`src/rtl/viterbi_pmu_sr_if.sv`:
```
// Branch-in / decision-out bundle for viterbi_pmu_sr.
// The block itself is the slave; the branch-metric source and decision sink form the master.
interface viterbi_pmu_sr_if #(
  parameter int SW   = 2,
  parameter int BM_W = 3,
  parameter int PM_W = 6
) ();
  logic            in_valid;
  logic            in_ready;
  logic [SW-1:0]   in_state;
  logic            in_bit;
  logic [BM_W-1:0] in_bm;
  logic            in_last;
  logic            out_valid;
  logic            out_bit;
  logic [SW-1:0]   out_state;
  logic [PM_W-1:0] out_metric;

  modport master (
    output in_valid, in_state, in_bit, in_bm, in_last,
    input  in_ready, out_valid, out_bit, out_state, out_metric
  );

  modport slave (
    input  in_valid, in_state, in_bit, in_bm, in_last,
    output in_ready, out_valid, out_bit, out_state, out_metric
  );
endinterface

```
`src/rtl/viterbi_pmu_sr.sv`:
```
// viterbi_pmu_sr: serial add-compare-select path-metric unit with register-exchange survivors.
// Optional VITERBI_PMU_NORM_EN subtracts the minimum metric from every state at each commit.
module viterbi_pmu_sr #(
  parameter int K        = 3,
  parameter int BM_W     = 3,
  parameter int PM_W     = 6,
  parameter int SURV_D   = 13,
  parameter int INIT_PEN = 3
) (
  input logic             clk,
  input logic             rst,
  viterbi_pmu_sr_if.slave bus
);
  localparam int NS    = 1 << (K - 1);
  localparam int SW    = K - 1;
  localparam int SUM_W = ((PM_W > BM_W) ? PM_W : BM_W) + 1;
  localparam int FW    = $clog2(SURV_D + 1);
  localparam logic [PM_W-1:0] PM_MAX   = {PM_W{1'b1}};
  localparam logic [FW-1:0]   FILL_MAX = FW'(SURV_D);

  typedef enum logic [0:0] {ACC = 1'b0, COMMIT = 1'b1} state_e;

  state_e            st_q, st_d;
  logic [PM_W-1:0]   pm_q  [NS];
  logic [PM_W-1:0]   pm_d  [NS];
  logic [PM_W-1:0]   nm_q  [NS];
  logic [PM_W-1:0]   nm_d  [NS];
  logic [SURV_D-1:0] sv_q  [NS];
  logic [SURV_D-1:0] sv_d  [NS];
  logic [SURV_D-1:0] nsv_q [NS];
  logic [SURV_D-1:0] nsv_d [NS];
  logic [NS-1:0]     wr_q, wr_d;
  logic [FW-1:0]     fill_q, fill_d;
  logic              in_ready_q, in_ready_d;
  logic              out_valid_q, out_valid_d;
  logic              out_bit_q, out_bit_d;
  logic [SW-1:0]     out_state_q, out_state_d;
  logic [PM_W-1:0]   out_metric_q, out_metric_d;

  logic              accept_s, take_s, lt_s;
  logic [SW:0]       cat_s;
  logic [SW-1:0]     ns_s, best_s;
  logic [SUM_W-1:0]  sum_s;
  logic [PM_W-1:0]   cand_s, min_s;
  logic [FW-1:0]     fill_inc_s;

  assign bus.in_ready   = in_ready_q;
  assign bus.out_valid  = out_valid_q;
  assign bus.out_bit    = out_bit_q;
  assign bus.out_state  = out_state_q;
  assign bus.out_metric = out_metric_q;

  // Saturating candidate, next-state index and lowest-index minimum search.
  always_comb begin
    accept_s = bus.in_valid && in_ready_q;
    cat_s    = {bus.in_bit, bus.in_state};
    ns_s     = cat_s[SW:1];
    sum_s    = SUM_W'(pm_q[bus.in_state]) + SUM_W'(bus.in_bm);
    cand_s   = (sum_s > SUM_W'(PM_MAX)) ? PM_MAX : sum_s[PM_W-1:0];
    // Strict less-than: on a tie the earlier arrival keeps the state.
    take_s   = !wr_q[ns_s] || (cand_s < nm_q[ns_s]);
    min_s    = nm_q[0];
    best_s   = {SW{1'b0}};
    lt_s     = 1'b0;
    for (int i = 1; i < NS; i++) begin
      lt_s   = nm_q[i] < min_s;
      best_s = lt_s ? SW'(i) : best_s;
      min_s  = lt_s ? nm_q[i] : min_s;
    end
    fill_inc_s = (fill_q == FILL_MAX) ? fill_q : fill_q + {{(FW-1){1'b0}}, 1'b1};
  end

  // Next-state logic: ACS accumulation in ACC, metric/survivor commit in COMMIT.
  always_comb begin
    st_d         = st_q;
    pm_d         = pm_q;
    nm_d         = nm_q;
    sv_d         = sv_q;
    nsv_d        = nsv_q;
    wr_d         = wr_q;
    fill_d       = fill_q;
    in_ready_d   = in_ready_q;
    out_valid_d  = 1'b0;
    out_bit_d    = out_bit_q;
    out_state_d  = out_state_q;
    out_metric_d = out_metric_q;
    case (st_q)
      ACC: begin
        if (accept_s) begin
          if (take_s) begin
            nm_d[ns_s]  = cand_s;
            wr_d[ns_s]  = 1'b1;
            nsv_d[ns_s] = {sv_q[bus.in_state][SURV_D-2:0], bus.in_bit};
          end else begin
            wr_d = wr_q;
          end
          if (bus.in_last) begin
            st_d       = COMMIT;
            in_ready_d = 1'b0;
          end else begin
            st_d       = ACC;
            in_ready_d = 1'b1;
          end
        end else begin
          st_d = ACC;
        end
      end
      COMMIT: begin
        for (int i = 0; i < NS; i++) begin
`ifdef VITERBI_PMU_NORM_EN
          pm_d[i] = nm_q[i] - min_s;
`else
          pm_d[i] = nm_q[i];
`endif
          nm_d[i] = PM_MAX;
        end
        sv_d         = nsv_q;
        wr_d         = {NS{1'b0}};
        out_metric_d = min_s;
        out_state_d  = best_s;
        out_bit_d    = nsv_q[best_s][SURV_D-1];
        fill_d       = fill_inc_s;
        out_valid_d  = (fill_inc_s >= FILL_MAX);
        st_d         = ACC;
        in_ready_d   = 1'b1;
      end
      default: begin
        st_d       = ACC;
        in_ready_d = 1'b1;
      end
    endcase
  end

  // State register with synchronous reset; a mid-symbol reset drops all partial ACS results.
  always_ff @(posedge clk) begin
    if (rst) begin
      st_q <= ACC;
      for (int i = 0; i < NS; i++) begin
        pm_q[i]  <= (i == 0) ? {PM_W{1'b0}} : PM_W'(INIT_PEN);
        nm_q[i]  <= PM_MAX;
        sv_q[i]  <= {SURV_D{1'b0}};
        nsv_q[i] <= {SURV_D{1'b0}};
      end
      wr_q         <= {NS{1'b0}};
      fill_q       <= {FW{1'b0}};
      in_ready_q   <= 1'b1;
      out_valid_q  <= 1'b0;
      out_bit_q    <= 1'b0;
      out_state_q  <= {SW{1'b0}};
      out_metric_q <= {PM_W{1'b0}};
    end else begin
      st_q         <= st_d;
      pm_q         <= pm_d;
      nm_q         <= nm_d;
      sv_q         <= sv_d;
      nsv_q        <= nsv_d;
      wr_q         <= wr_d;
      fill_q       <= fill_d;
      in_ready_q   <= in_ready_d;
      out_valid_q  <= out_valid_d;
      out_bit_q    <= out_bit_d;
      out_state_q  <= out_state_d;
      out_metric_q <= out_metric_d;
    end
  end
endmodule
```
`src/flat_wrapper.sv`:
```
// flat-port wrapper written by rule: the top's interface ports become plain ports
module viterbi_pmu_sr_flat 
#(
  parameter int K        = 3,
  parameter int BM_W     = 3,
  parameter int PM_W     = 6,
  parameter int SURV_D   = 13,
  parameter int INIT_PEN = 3
)
  (clk, rst, bus_in_valid, bus_in_state, bus_in_bit, bus_in_bm, bus_in_last, bus_in_ready, bus_out_valid, bus_out_bit, bus_out_state, bus_out_metric);
  viterbi_pmu_sr_if #(.BM_W(BM_W), .PM_W(PM_W)) bus_i ();
  input logic clk;
  input logic rst;
  input wire logic [$bits(bus_i.in_valid)-1:0] bus_in_valid;
  input wire logic [$bits(bus_i.in_state)-1:0] bus_in_state;
  input wire logic [$bits(bus_i.in_bit)-1:0] bus_in_bit;
  input wire logic [$bits(bus_i.in_bm)-1:0] bus_in_bm;
  input wire logic [$bits(bus_i.in_last)-1:0] bus_in_last;
  output wire logic [$bits(bus_i.in_ready)-1:0] bus_in_ready;
  output wire logic [$bits(bus_i.out_valid)-1:0] bus_out_valid;
  output wire logic [$bits(bus_i.out_bit)-1:0] bus_out_bit;
  output wire logic [$bits(bus_i.out_state)-1:0] bus_out_state;
  output wire logic [$bits(bus_i.out_metric)-1:0] bus_out_metric;
  assign bus_i.in_valid = bus_in_valid;
  assign bus_i.in_state = bus_in_state;
  assign bus_i.in_bit = bus_in_bit;
  assign bus_i.in_bm = bus_in_bm;
  assign bus_i.in_last = bus_in_last;
  assign bus_in_ready = bus_i.in_ready;
  assign bus_out_valid = bus_i.out_valid;
  assign bus_out_bit = bus_i.out_bit;
  assign bus_out_state = bus_i.out_state;
  assign bus_out_metric = bus_i.out_metric;
  viterbi_pmu_sr #(.K(K), .BM_W(BM_W), .PM_W(PM_W), .SURV_D(SURV_D), .INIT_PEN(INIT_PEN)) u_core (.clk(clk), .rst(rst), .bus(bus_i));
endmodule
```
`config.mk`:
```
export PLATFORM = sky130hd
export DESIGN_NAME = viterbi_pmu_sr_flat
export DESIGN_NICKNAME = d
export VERILOG_FILES = /design/src/rtl/viterbi_pmu_sr_if.sv /design/src/rtl/viterbi_pmu_sr.sv /design/src/flat_wrapper.sv
export SDC_FILE = /design/constraint.sdc
export NUM_CORES = 1
export LEC_CHECK = 0
export BUFFER_PORTS_ARGS = -buffer_cell sky130_fd_sc_hd__buf_4
export CAP_MARGIN = 40
export CORE_MARGIN = 2
export CORE_UTILIZATION = 40
export CTS_CLUSTER_SIZE = 14
export DETAILED_ROUTE_END_ITERATION = 16
export PLACE_DENSITY = 0.56
export SKIP_LAST_GASP = 1
export SLEW_MARGIN = 15
export SYNTH_ARGS = -nofsm -noshare
export SYNTH_HDL_FRONTEND = slang
export SYNTH_SLANG_ARGS = --single-unit
```
`constraint.sdc`:
```
create_clock -name clk -period 5.9 [get_ports clk]
set_clock_uncertainty 0.05 [all_clocks]
set_input_delay 1.18 -clock clk [delete_from_list [all_inputs] [get_ports clk]]
set_output_delay 1.18 -clock clk [all_outputs]
set_load 0.03 [all_outputs]
```
==> summary.txt <==
Final layout
  – Share of layout cells above drive strength 1: 0.148
  – Area Growth Syn to Fin: 11.1%
  – # nets final: just under 800
  – Fin cells: about 1000
  – Fillers: 1765
  – Ant diodes: 0

Worst setup path
  – CP max stage cell: o31a_1
  – Setup CP Type: reg -> reg
  – Critical path, cell by cell: inv_1 -> ha_1 -> nand2_1 -> o21ai_1 -> o21bai_1 -> mux2i_1 -> ha_1 -> a2111oi_0 -> o21ai_0 -> nor3_1 -> a211oi_2 -> buf_4 -> nand2_1 -> o21ai_0 -> ha_1 -> a21o_1 -> a21oi_1 -> nand2_1 -> o31a_1 -> nand2b_1 -> a311oi_1
  – Critical path arrival: around 5400 ps
  – Worst Path Max Fanout: 17
  – Worst reg2reg path depth: 21
  – Crit-path max cell delay: about 440 ps
  – Critical path required time: between 6000 and 7000 ps
  – Crit Reg-Reg Startpoint: u_core.nm_q[23]$_SDFFE_PP1P_
  – Reg-to-reg setup timing slack: 770 ps
  – Kind of start point of the critical path: flip-flop
  – Crit path max-delay family: compound AO/OA/AOI/OAI gates
  – R2R Path End: u_core.bus.out_metric[5]$_SDFFE_PP0P_
  – CP endpoint kind: flip-flop
  – WP buf/inv: 2

Route
  – First-pass iteration count of the detailed router: 4
  – Final ANT Viol Nets: 0
  – DR WL/cell: 16.6 um
  – Drt drc: 0
  – Routed WL: approximately 17000 um
  – Initial DRC Count: around 420
  – Via count: approximately 5500
  – Via-to-Cell Ratio: 5.49

Floorplan
  – Die height: between 100 and 150 um
  – Std cell rows: 50
  – Die Width: approximately 140 um
  – Starting density of the core: 0.409
  – Num ports: 21
  – Floorplan Core Area: approximately 0.019 sq mm
  – Die ar.: just over 0.02 sq mm

Place
  – IO Port Bufs: 20
  – Post-DP HPWL: around 11000 um
  – Final GP Congestion: ~0.78
  – Placed insts: a little under 1000

Timing
  – Setup_tns: 0 ps
  – Worst Max-Slew Pin Slew: between 700 and 800 ps
  – Slew headroom: 0.473
  – Fin crit share: 0.870
  – Final hold vios: 0
  – Shortest period the worst path allows: 5130 ps
  – Unrepaired setup endpoints after global routing: false
  – Min Hold Slack: 398 ps
  – Final Max Tran Viols: 0
  – Fmax: slightly below 200 MHz
  – Setup-failing EPs final: 0

Synthesis
  – Cell with the most instances after synthesis: dfxtp_1
  – Post-Syn Instances: ~760
  – Proportion of synthesized area in mux cells: 0.176
  – Syn avg cell area: ~10 sq um
  – Synth top area share: 0.438
  – Mapped Area: a little under 0.008 sq mm
  – Top cells by area, synth: dfxtp_1 (44%), mux2i_1 (10%), mux4_2 (6.7%)
  – Yosys cell types: 56
  – Xor-xnor portion of the synthesized cell area: 0.00228
  – Number of synthesis warnings: 0
  – Syn nets: just under 800
  – Synth async-reset ratio: 0
  – Post-synthesis register bit count: 168
  – Synth Area in Simple Gates: 0.169
  – Synth Area in Compound Gates: 0.128
  – Post-synthesis adder-cell area fraction: 0.0433
  – Number of enable flip-flop cells after synthesis: 0
  – Synth Flop Type: dfxtp_1
  – Main combinational cell family by area after synthesis: multiplexers
  – Top post-synthesis cells by count: dfxtp_1 (168), nor2_1 (103), mux2i_1 (77), o21ai_1 (49), nand3b_1 (48)
  – Dominant cell type by area after synthesis: dfxtp_1
  – Sequential-to-total area share from yosys stat: 0.438

Power and ir drop
  – Peak VDD IR: slightly below 0.2 mV
  – Pleak: around 0.0031 uW
  – Power density over cell area: roughly 330 mW/mm^2

Run
  – Max cap viols: 0

Global routing
  – Initial antenna violation count: 0
  – GR Util met2: 0.265
  – Overall Global Routing Usage: 0.172
  – Largest net degree at the start of global routing: 80
  – First-pass GRT wire length: about 27000 um
  – Met3 Use GR: 0.0360
  – Most Crowded Layer GR: met2
  – Global route total overflow: 0
  – Met1 Usage GRT: 0.237
  – Vias in the first global route: around 5400

Clocking
  – # hold bufs at CTS: 0
  – CTS tree: yes
  – CTS Sinks: around 170
  – CTS resizes: 0
  – Total CTS buffers: 17
  – Postcts setup bufs: 0
  – Root buf cell: clkbuf_16
  – Htree depth: 4
  – Clk Latency, worst-skew pair: 430 ps
  – Clock slew seen by the registers of the worst setup and hold paths: approximately 60 ps
  – Clock tree buffer depth: 2

Hold path
  – Hold WC Path Type: reg -> reg
  – Hold Path Sink: u_core.nsv_q[13]$_SDFFE_PP0P_
  – Hold depth: 2
  – Hold_sp: u_core.nsv_q[13]$_SDFFE_PP0P_

Run status
  – Status: complete, no violations
## worst max-delay path by stage
stage / startpoint / endpoint / slack (ps) / depth (start not counted)
after floorplan: bus_in_state[0] / u_core.nm_q[19]$_SDFFE_PP1P_ / 730 / 18
after global placement: u_core.nm_q[23]$_SDFFE_PP1P_ / u_core.bus.out_metric[5]$_SDFFE_PP0P_ / 590 / 19
after detailed placement: u_core.nm_q[23]$_SDFFE_PP1P_ / u_core.bus.out_metric[5]$_SDFFE_PP0P_ / 340 / 19
after CTS: u_core.nm_q[23]$_SDFFE_PP1P_ / u_core.bus.out_metric[5]$_SDFFE_PP0P_ / 310 / 19
after global routing: u_core.nm_q[23]$_SDFFE_PP1P_ / u_core.bus.out_metric[3]$_SDFFE_PP0P_ / 280 / 21
final: u_core.nm_q[23]$_SDFFE_PP1P_ / u_core.bus.out_metric[5]$_SDFFE_PP0P_ / 770 / 21
## worst min-delay path, stage by stage (launching register included)
cell	delay, ps
dfxtp_1	310
inv_1	50
a21oi_1	50
## flip-flops by register name, indices dropped and copies added (netlist names)
register and flops:
u_core.sv_q 48, u_core.bus.out_valid 1, u_core.fill_q 4, u_core.bus.out_state 2
u_core.bus.out_metric 6, u_core.wr_q 4, u_core.nm_q 24, u_core.bus.in_ready 1
u_core.pm_q 24, u_core.nsv_q 52, u_core.st_q 1, u_core.bus.out_bit 1
## through the flow
stage                     instance area, sq um  setup slack [ps]  total power (uW)  utilization
after floorplan                           7680               731              1630            -
after global placement                    7930               589              1710        0.423
after detailed placement                  7930               339              1730        0.423
after CTS                                 8500               307              2810        0.453
after global routing                      8530               278              2930        0.455
final                                     8530               769              2800        0.455
## power breakdown
part,switching (uW),internal (uW)
registers,41.1,1170
clock network,489,592
logic,294,214
total,823,1970
## layer usage
layer  up-vias  wire length (um)
met4         0               259
met2        80              7440
li1       2718                 -
met1      2687              8430
met3        20               500
met5         -                 0
## cell type report
type | instances | area (sq um) | share of cell area
clock buffer | 18 | 429 | 0.0503
clock inverter | 14 | 138 | 0.0161
inverter | 15 | 56.3 | 0.00660
multi-input combinational | 521 | 3980 | 0.467
sequential | 168 | 3370 | 0.395
tap | 234 | 293 | 0.0343
timing repair buffer | 32 | 265 | 0.0311
## cells in the final DEF, fill, tap and decap left out, types with 9 or more instances in the layout
cell,n
a21oi_1,33
buf_4,30
clkbuf_16,17
dfxtp_1,167
ha_1,25
inv_1,15
mux2i_1,77
mux4_2,23
nand2_1,15
nand2b_1,20
nand3b_1,48
nor2_1,103
nor3_1,22
o21ai_0,9
o21ai_1,49
## kinds of logic (layout without fill, tap and decap cells)
group,after synthesis,count (layout)
mux,104,104
fa+ha+maj,26,26
xor+xnor,2,2
compound gates,148,148
simple gates,241,241
flops,168,168
buf+inv,68,79
Power figures use the tool's default switching activity.
